===== config.mk =====
export PLATFORM = sky130hd
export DESIGN_NAME = rr_trace_marshaller_flat
export DESIGN_NICKNAME = d
export VERILOG_FILES = /design/src/rtl/rr_trace_marshaller_pkg.sv /design/src/rtl/rr_trace_marshaller_if.sv /design/src/rtl/rr_trace_marshaller_pipe_reg.sv /design/src/rtl/rr_trace_marshaller.sv /design/src/flat_wrapper.sv
export SDC_FILE = /design/constraint.sdc
export NUM_CORES = 1
export LEC_CHECK = 0
export CAP_MARGIN = 40
export CORE_MARGIN = 5
export CORE_UTILIZATION = 53
export DETAILED_ROUTE_END_ITERATION = 8
export MAX_ROUTING_LAYER = met4
export PLACE_DENSITY_LB_ADDON = 0.2
export SYNTH_ARGS = -nofsm -noshare
export SYNTH_HDL_FRONTEND = slang
export SYNTH_SLANG_ARGS = --single-unit

===== constraint.sdc =====
create_clock -name clk -period 10 [get_ports clk]
set_input_delay 1.5 -clock clk [delete_from_list [all_inputs] [get_ports clk]]
set_output_delay 1.5 -clock clk [all_outputs]
set_load 0.05 [all_outputs]

===== src/rtl/rr_trace_marshaller_pkg.sv =====
// Shared record/replay trace definitions: channel width encoding,
// stream word field order and width/offset helpers for encoder and decoder.
package rr_trace_marshaller_pkg;

  localparam int RR_CHANNEL_WIDTH_BITS = 8;
  localparam int RR_MAX_CHANNELS = 16;

  typedef logic [RR_MAX_CHANNELS-1:0]
                [RR_CHANNEL_WIDTH_BITS-1:0] rr_widths_t;

  // index0=8, index1=16, index2=32, index3=4
  localparam rr_widths_t RR_DEF_WIDTHS =
    rr_widths_t'({8'd4, 8'd32, 8'd16, 8'd8});

  // Stream word, from LSB: logb_valid, loge_valid, packed data.
  function automatic int rr_logb_lsb();
    return 0;
  endfunction

  function automatic int rr_loge_lsb(input int nlogb);
    return nlogb;
  endfunction

  function automatic int rr_data_lsb(input int nlogb,
                                     input int nloge);
    return nlogb + nloge;
  endfunction

  function automatic int def_sum_width(input rr_widths_t w,
                                       input int n);
    int s;
    s = 0;
    for (int i = 0; i < n; i++) s += int'(w[i]);
    return s;
  endfunction

  function automatic int def_get_offset(input rr_widths_t w,
                                        input int idx);
    int s;
    s = 0;
    for (int i = 0; i < idx; i++) s += int'(w[i]);
    return s;
  endfunction

  function automatic bit def_any_zero(input rr_widths_t w,
                                      input int n);
    bit z;
    z = 1'b0;
    for (int i = 0; i < n; i++)
      if (w[i] == '0) z = 1'b1;
    return z;
  endfunction

endpackage


===== src/rtl/rr_trace_marshaller_if.sv =====
// Snapshot-in / packed-word-out stream bundle of the trace marshaller.
// slave: marshaller view; master: producer/consumer view.
interface rr_trace_marshaller_if #(
  parameter int LOGB_CNT = 4,
  parameter int LOGE_CNT = 4,
  parameter int FULL_W   = 60,
  parameter int OFF_W    = 6
) ();

  logic                         in_valid;
  logic                         in_ready;
  logic [LOGB_CNT-1:0]          in_logb_valid;
  logic [FULL_W-1:0]            in_logb_data;
  logic [LOGE_CNT-1:0]          in_loge_valid;
  logic                         out_valid;
  logic                         out_ready;
  logic [LOGB_CNT+LOGE_CNT+FULL_W-1:0] out_data;
  logic [OFF_W-1:0]             out_len;

  modport slave (
    input  in_valid,
    output in_ready,
    input  in_logb_valid,
    input  in_logb_data,
    input  in_loge_valid,
    output out_valid,
    input  out_ready,
    output out_data,
    output out_len
  );

  modport master (
    output in_valid,
    input  in_ready,
    output in_logb_valid,
    output in_logb_data,
    output in_loge_valid,
    input  out_valid,
    output out_ready,
    input  out_data,
    input  out_len
  );

endinterface


===== src/rtl/rr_trace_marshaller_pipe_reg.sv =====
// rr_pipe_reg: one valid/ready register stage, full throughput.
// Ports: valid_i/ready_o/data_i upstream, valid_o/ready_i/data_o downstream.
module rr_pipe_reg
  import rr_trace_marshaller_pkg::*;
#(
  parameter int DATA_WIDTH = 8
) (
  input  logic                  clk,
  input  logic                  rstn,
  input  logic                  valid_i,
  output logic                  ready_o,
  input  logic [DATA_WIDTH-1:0] data_i,
  output logic                  valid_o,
  input  logic                  ready_i,
  output logic [DATA_WIDTH-1:0] data_o
);

  logic                  valid_q;
  logic [DATA_WIDTH-1:0] data_q;

  assign ready_o = !valid_q || ready_i;
  assign valid_o = valid_q;
  assign data_o  = data_q;

  always_ff @(posedge clk) begin
    if (!rstn) begin
      valid_q <= 1'b0;
    end else if (ready_o) begin
      valid_q <= valid_i;
    end
  end

  always_ff @(posedge clk) begin
    if (ready_o && valid_i) begin
      data_q <= data_i;
    end
  end

endmodule


===== src/rtl/rr_trace_marshaller.sv =====
// Record-side trace packer: compacts valid logb channel data LSB-first.
// Ports: clk, rstn, bus (snapshot in / packed word out), pkt_cnt.
module rr_trace_marshaller
  import rr_trace_marshaller_pkg::*;
#(
  parameter int LOGB_CHANNEL_CNT = 4,
  parameter logic [LOGB_CHANNEL_CNT-1:0]
                  [RR_CHANNEL_WIDTH_BITS-1:0] CHANNEL_WIDTHS =
    {8'd4, 8'd32, 8'd16, 8'd8},
  parameter int LOGE_CHANNEL_CNT = 4
) (
  input  logic                  clk,
  input  logic                  rstn,
  rr_trace_marshaller_if.slave  bus,
  output logic [31:0]           pkt_cnt
);

  localparam rr_widths_t WID = rr_widths_t'(CHANNEL_WIDTHS);
  localparam int NB = LOGB_CHANNEL_CNT;
  localparam int NE = LOGE_CHANNEL_CNT;
  localparam int FULL_WIDTH = def_sum_width(WID, NB);
  localparam int OFFSET_WIDTH = $clog2(FULL_WIDTH + 1);
  localparam int OW = OFFSET_WIDTH;
  localparam int S1W = NB * OW + OW + FULL_WIDTH + NE + NB;
  localparam int S2W = FULL_WIDTH + OW + NE + NB;

  if (NB == 0) begin : g_err_nb
    $error("LOGB_CHANNEL_CNT must be nonzero");
  end
  if (NE == 0) begin : g_err_ne
    $error("LOGE_CHANNEL_CNT must be nonzero");
  end
  if (NB > RR_MAX_CHANNELS) begin : g_err_max
    $error("LOGB_CHANNEL_CNT exceeds RR_MAX_CHANNELS");
  end
  if (def_any_zero(WID, NB)) begin : g_err_w
    $error("CHANNEL_WIDTHS entries must be nonzero");
  end

  logic [NB-1:0][OW-1:0] off_d;
  logic [OW-1:0]         len_d;

  // Running prefix sum over valid channels.
  always_comb begin
    off_d = '0;
    len_d = '0;
    for (int j = 0; j < NB; j++) begin
      off_d[j] = len_d;
      if (bus.in_logb_valid[j])
        len_d = len_d + OW'(WID[j]);
    end
  end

  logic           s1_vin;
  logic           s1_rdy;
  logic           s1_valid;
  logic           s2_rdy;
  logic [S1W-1:0] s1_din;
  logic [S1W-1:0] s1_q;

  // Empty snapshots handshake normally but never occupy S1.
  assign s1_vin = bus.in_valid &&
                  ((|bus.in_logb_valid) || (|bus.in_loge_valid));
  assign bus.in_ready = rstn && s1_rdy;
  assign s1_din = {off_d, len_d, bus.in_logb_data,
                   bus.in_loge_valid, bus.in_logb_valid};

  rr_pipe_reg #(.DATA_WIDTH(S1W)) u_s1 (
    .clk     (clk),
    .rstn    (rstn),
    .valid_i (s1_vin),
    .ready_o (s1_rdy),
    .data_i  (s1_din),
    .valid_o (s1_valid),
    .ready_i (s2_rdy),
    .data_o  (s1_q)
  );

  logic [NB-1:0][OW-1:0]  s1_off;
  logic [OW-1:0]          s1_len;
  logic [FULL_WIDTH-1:0]  s1_data;
  logic [NE-1:0]          s1_loge;
  logic [NB-1:0]          s1_logb;

  assign {s1_off, s1_len, s1_data, s1_loge, s1_logb} = s1_q;

  logic [FULL_WIDTH-1:0] packed_d;

  // Mask each channel out of its fixed slot, move it to its offset.
  always_comb begin
    packed_d = '0;
    for (int j = 0; j < NB; j++) begin
      if (s1_logb[j])
        packed_d = packed_d |
          (((s1_data >> def_get_offset(WID, j)) &
            ~({FULL_WIDTH{1'b1}} << WID[j])) << s1_off[j]);
    end
  end

  logic           s2_valid;
  logic [S2W-1:0] s2_din;
  logic [S2W-1:0] s2_q;

  assign s2_din = {packed_d, s1_len, s1_loge, s1_logb};

  rr_pipe_reg #(.DATA_WIDTH(S2W)) u_s2 (
    .clk     (clk),
    .rstn    (rstn),
    .valid_i (s1_valid),
    .ready_o (s2_rdy),
    .data_i  (s2_din),
    .valid_o (s2_valid),
    .ready_i (bus.out_ready),
    .data_o  (s2_q)
  );

  assign bus.out_valid = s2_valid;
  assign bus.out_data  = {s2_q[S2W-1 -: FULL_WIDTH],
                          s2_q[NE+NB-1:0]};
  assign bus.out_len   = s2_q[NE+NB +: OW];

  logic [31:0] pkt_cnt_q;

  always_ff @(posedge clk) begin
    if (!rstn) begin
      pkt_cnt_q <= '0;
    end else if (s2_valid && bus.out_ready) begin
      pkt_cnt_q <= pkt_cnt_q + 32'd1;
    end
  end

  assign pkt_cnt = pkt_cnt_q;

endmodule


===== src/flat_wrapper.sv =====
// flat-port wrapper written by rule: the top's interface ports become plain ports
module rr_trace_marshaller_flat import rr_trace_marshaller_pkg::*;
#(
  parameter int LOGB_CHANNEL_CNT = 4,
  parameter logic [LOGB_CHANNEL_CNT-1:0]
                  [RR_CHANNEL_WIDTH_BITS-1:0] CHANNEL_WIDTHS =
    {8'd4, 8'd32, 8'd16, 8'd8},
  parameter int LOGE_CHANNEL_CNT = 4
)
  (clk, rstn, pkt_cnt, bus_in_valid, bus_in_ready, bus_in_logb_valid, bus_in_logb_data, bus_in_loge_valid, bus_out_valid, bus_out_ready, bus_out_data, bus_out_len);
  rr_trace_marshaller_if #(.LOGB_CNT((4)), .LOGE_CNT((4)), .FULL_W((60)), .OFF_W((6))) bus_i ();
  input  logic clk;
  input  logic rstn;
  output logic [31:0] pkt_cnt;
  input wire logic [$bits(bus_i.in_valid)-1:0] bus_in_valid;
  output wire logic [$bits(bus_i.in_ready)-1:0] bus_in_ready;
  input wire logic [$bits(bus_i.in_logb_valid)-1:0] bus_in_logb_valid;
  input wire logic [$bits(bus_i.in_logb_data)-1:0] bus_in_logb_data;
  input wire logic [$bits(bus_i.in_loge_valid)-1:0] bus_in_loge_valid;
  output wire logic [$bits(bus_i.out_valid)-1:0] bus_out_valid;
  input wire logic [$bits(bus_i.out_ready)-1:0] bus_out_ready;
  output wire logic [$bits(bus_i.out_data)-1:0] bus_out_data;
  output wire logic [$bits(bus_i.out_len)-1:0] bus_out_len;
  assign bus_i.in_valid = bus_in_valid;
  assign bus_in_ready = bus_i.in_ready;
  assign bus_i.in_logb_valid = bus_in_logb_valid;
  assign bus_i.in_logb_data = bus_in_logb_data;
  assign bus_i.in_loge_valid = bus_in_loge_valid;
  assign bus_out_valid = bus_i.out_valid;
  assign bus_i.out_ready = bus_out_ready;
  assign bus_out_data = bus_i.out_data;
  assign bus_out_len = bus_i.out_len;
  rr_trace_marshaller #(.LOGB_CHANNEL_CNT(LOGB_CHANNEL_CNT), .CHANNEL_WIDTHS(CHANNEL_WIDTHS), .LOGE_CHANNEL_CNT(LOGE_CHANNEL_CNT)) u_core (.clk(clk), .rstn(rstn), .bus(bus_i), .pkt_cnt(pkt_cnt));
endmodule

==> results.sh <==
export IMPL_status="complete, no violations"
export IMPL_dieArea_sq_um=16000
export IMPL_rsz0062_at_grt="false"
export IMPL_synth_top_area_share_pct=57.5
export IMPL_core_area_sq_um=13300
export IMPL_pwr_density_cell_nw_per_um2=169
export IMPL_cts_buffer_depth=2
export IMPL_hold_viol=0
export IMPL_hold_path_class="reg -> reg"
export IMPL_min_to="u_core.u_s2.data_o[6]"
export IMPL_p_total_w=0.00164
export IMPL_synth_most_common_cell="edfxtp_1"
export IMPL_nFillCells=913
export IMPL_die_x_um=127
export IMPL_grt_usage_pct=22.3
export IMPL_clk_pin_slew_ns=0.06
export IMPL_yosysWarnings=0
export IMPL_rows=42
export IMPL_multiInputGateArea_sq_um=2190
export IMPL_synthDistinctLibCells=45
export IMPL_synth_top_area_cell="edfxtp_1"
export IMPL_post_place_ws_ns=4.83
export IMPL_die_h_um=127
export IMPL_drive_above_1_share_pct=6.18
export IMPL_ant_nets=0
export IMPL_worstSetupStartpointType="primary input"
export IMPL_drt_pass1_iter_count=6
export IMPL_syn_area_sq_um=7210
export IMPL_avgViaCountPerCell=5.66
export IMPL_arrival_ns=3.67
export IMPL_whs_path_depth=0
export IMPL_gp_congestion=0.893
export IMPL_cts_sinks=172
export IMPL_cp_required_ns=8.50
export IMPL_synth_ff_type="edfxtp_1"
export IMPL_post_cts_resized=0
export IMPL_ir_worst_vdd_uv=116
export IMPL_max_slew_margin_pct=38.4
export IMPL_synthCells=563
export IMPL_post_route_period_util_pct=51.7
export IMPL_r2r_start="u_core.u_s1.data_o[95]"
export IMPL_reg2reg_depth=4
export IMPL_critical_path_class="in -> out"
export IMPL_final_util_pct=72.8
export IMPL_cts_hold_buf=0
export IMPL_synth_common_cells="edfxtp_1 (138), nand2_1 (46), nor2_1 (38)"
export IMPL_seq_area_sq_um=4820
export IMPL_yosys_top_cells_area="edfxtp_1 (58%), dfxtp_1 (9.4%), mux2i_1 (4.3%), nand2_1 (2.4%), a21oi_1 (2.3%)"
export IMPL_wl_per_cell_um=18.7
export IMPL_grt_max_degree=76
export IMPL_postCtsSetupRepairBufs=0
export IMPL_drc=0
export IMPL_grt_antenna_before_repair=0
export IMPL_fin_nets=804
export IMPL_crit_fanout=26
export IMPL_io_pins=180
export IMPL_maxCapViolCount=0
export IMPL_maxSlewViolCount=0
export IMPL_finClkSkew_ns=0.00793
export IMPL_start_util_pct=54.2
export IMPL_clock_fmax_ghz=0.193
export IMPL_p_leak_nw=3.35
export IMPL_clockRootBuffer="clkbuf_16"
export IMPL_cts_tree="yes"
export IMPL_cts_buffers=17
export IMPL_worst_skew_pair_late_latency_ns=0.42
export IMPL_grt_pass1_wl_um=27200
export IMPL_async_flop_share_pct=0
export IMPL_reg2reg_to="u_core.u_s2.data_o[41]"
export IMPL_tns_ns=0
export IMPL_overflow=0
export IMPL_syn2layout_area_growth_pct=34.3
export IMPL_htree_levels=4
export IMPL_ff2ff_setup_slack_ns=7.68
export IMPL_finalSetupViolations=0
export IMPL_worstMarginPinSlew_ns=0.924
export IMPL_io_buffers=177
export IMPL_grt_pass1_vias=5125
export IMPL_period_needed_ns=5.17
export IMPL_wl_um=17200
export IMPL_avgSynthCellArea_sq_um=12.8
export IMPL_min_from="u_core.u_s1.data_o[6]"
export IMPL_antenna_cells=0
export IMPL_synth_edf_count=138
export IMPL_ys_seq_area_share_pct=67.0
export IMPL_ys_ff_latch=172
export IMPL_timing_final_ws_setup_ns=4.83
export IMPL_vias=5203
export IMPL_drt_iter0_drc=479
export IMPL_worst_setup_path_end_kind="output pin"
export IMPL_dp_hpwl_um=11900
[kinds of logic (layout without fill, tap and decap cells)]
kind of cell	count (synthesis)	in the layout	synth area share [%]
mux	35	35	4.93
fa+ha+maj	1	1	0.174
flops	172	172	67.0
other cells	1	2	0.0520
compound gates	119	119	10.5
buf+inv	45	225	2.93
xor+xnor	9	9	1.09
simple gates	181	181	13.4
[final cells by class]
cell class                      count  share of cell area [%]
Clock buffer                       27                    5.43
Sequential cell                   172                    49.8
Inverter                            9                   0.349
Timing Repair Buffer              184                    19.1
Tap cell                          176                    2.27
Clock inverter                      5                   0.336
Multi-Input combinational cell    347                    22.6
[worst max path at each step]
stage	startpoint	to	cells past startpoint
6_report	rstn	bus_in_ready	5
5_1_grt	rstn	bus_in_ready	5
2_1_floorplan	bus_out_ready	u_core.u_s1.data_o[10]	2
3_5_place_dp	rstn	bus_in_ready	5
3_3_place_gp	rstn	bus_in_ready	5
4_1_cts	rstn	bus_in_ready	5
[layout by cell type (no fill, tap or decap), drive strengths merged, types with 8 or more instances in the layout]
cell type      netlist  final
nand4               10     10
and4                 8      8
dfxtp               34     34
and3                 9      9
a211oi               8      8
o22ai                8      8
a32o                 8      8
nor2                38     38
edfxtp             138    138
mux2i               31     31
or4                  8      8
a21oi               33     33
and2                18     18
nand2               46     46
clkdlybuf4s50        0    177
clkbuf              21     27
a22oi                8      8
xor2                 8      8
o21ai               32     32
nand3               14     14
[stage by stage]
stage | hold WS, ns | cells | cell area, sq um
2_1_floorplan | 0.400 | 564 | 7210
3_3_place_gp | 0.400 | 886 | 9080
4_1_cts | 0.420 | 920 | 9680
6_report | 0.420 | 920 | 9680
3_5_place_dp | 0.405 | 888 | 9120
5_1_grt | 0.425 | 920 | 9680
[critical path: stages]
cell             delay (ns)
clkdlybuf4s50_1        0.82
clkinv_1               0.13
buf_4                  0.25
a21oi_1                0.14
clkdlybuf4s50_1        0.82
[routing by layer]
metal  GRT usage, %  vias up  part of all wire [%]  wire [um]
met4           6.50        0                   1.3        228
met2           36.4      234                    51       8760
li1               -     2462                     -          -
met3           5.59       17                   8.1       1390
met5              -        -                     0          0
met1           27.6     2490                    40       6840
[sequential cells by signal, indices dropped and copies added (netlist names)]
name	count
u_core.pkt_cnt	32
u_core.u_s2.data_o	69
u_core.u_s1.valid_o	1
u_core.u_s1.data_o	69
u_core.u_s2.valid_o	1
[power breakdown]
| group | internal, W | switching, W |
|---|---|---|
| Sequential | 0.000813 | 0.0000173 |
| Clock | 0.000360 | 0.000252 |
| Combinational | 0.0000765 | 0.000121 |
| Total | 0.00125 | 0.000390 |
Power figures use the tool's default switching activity.
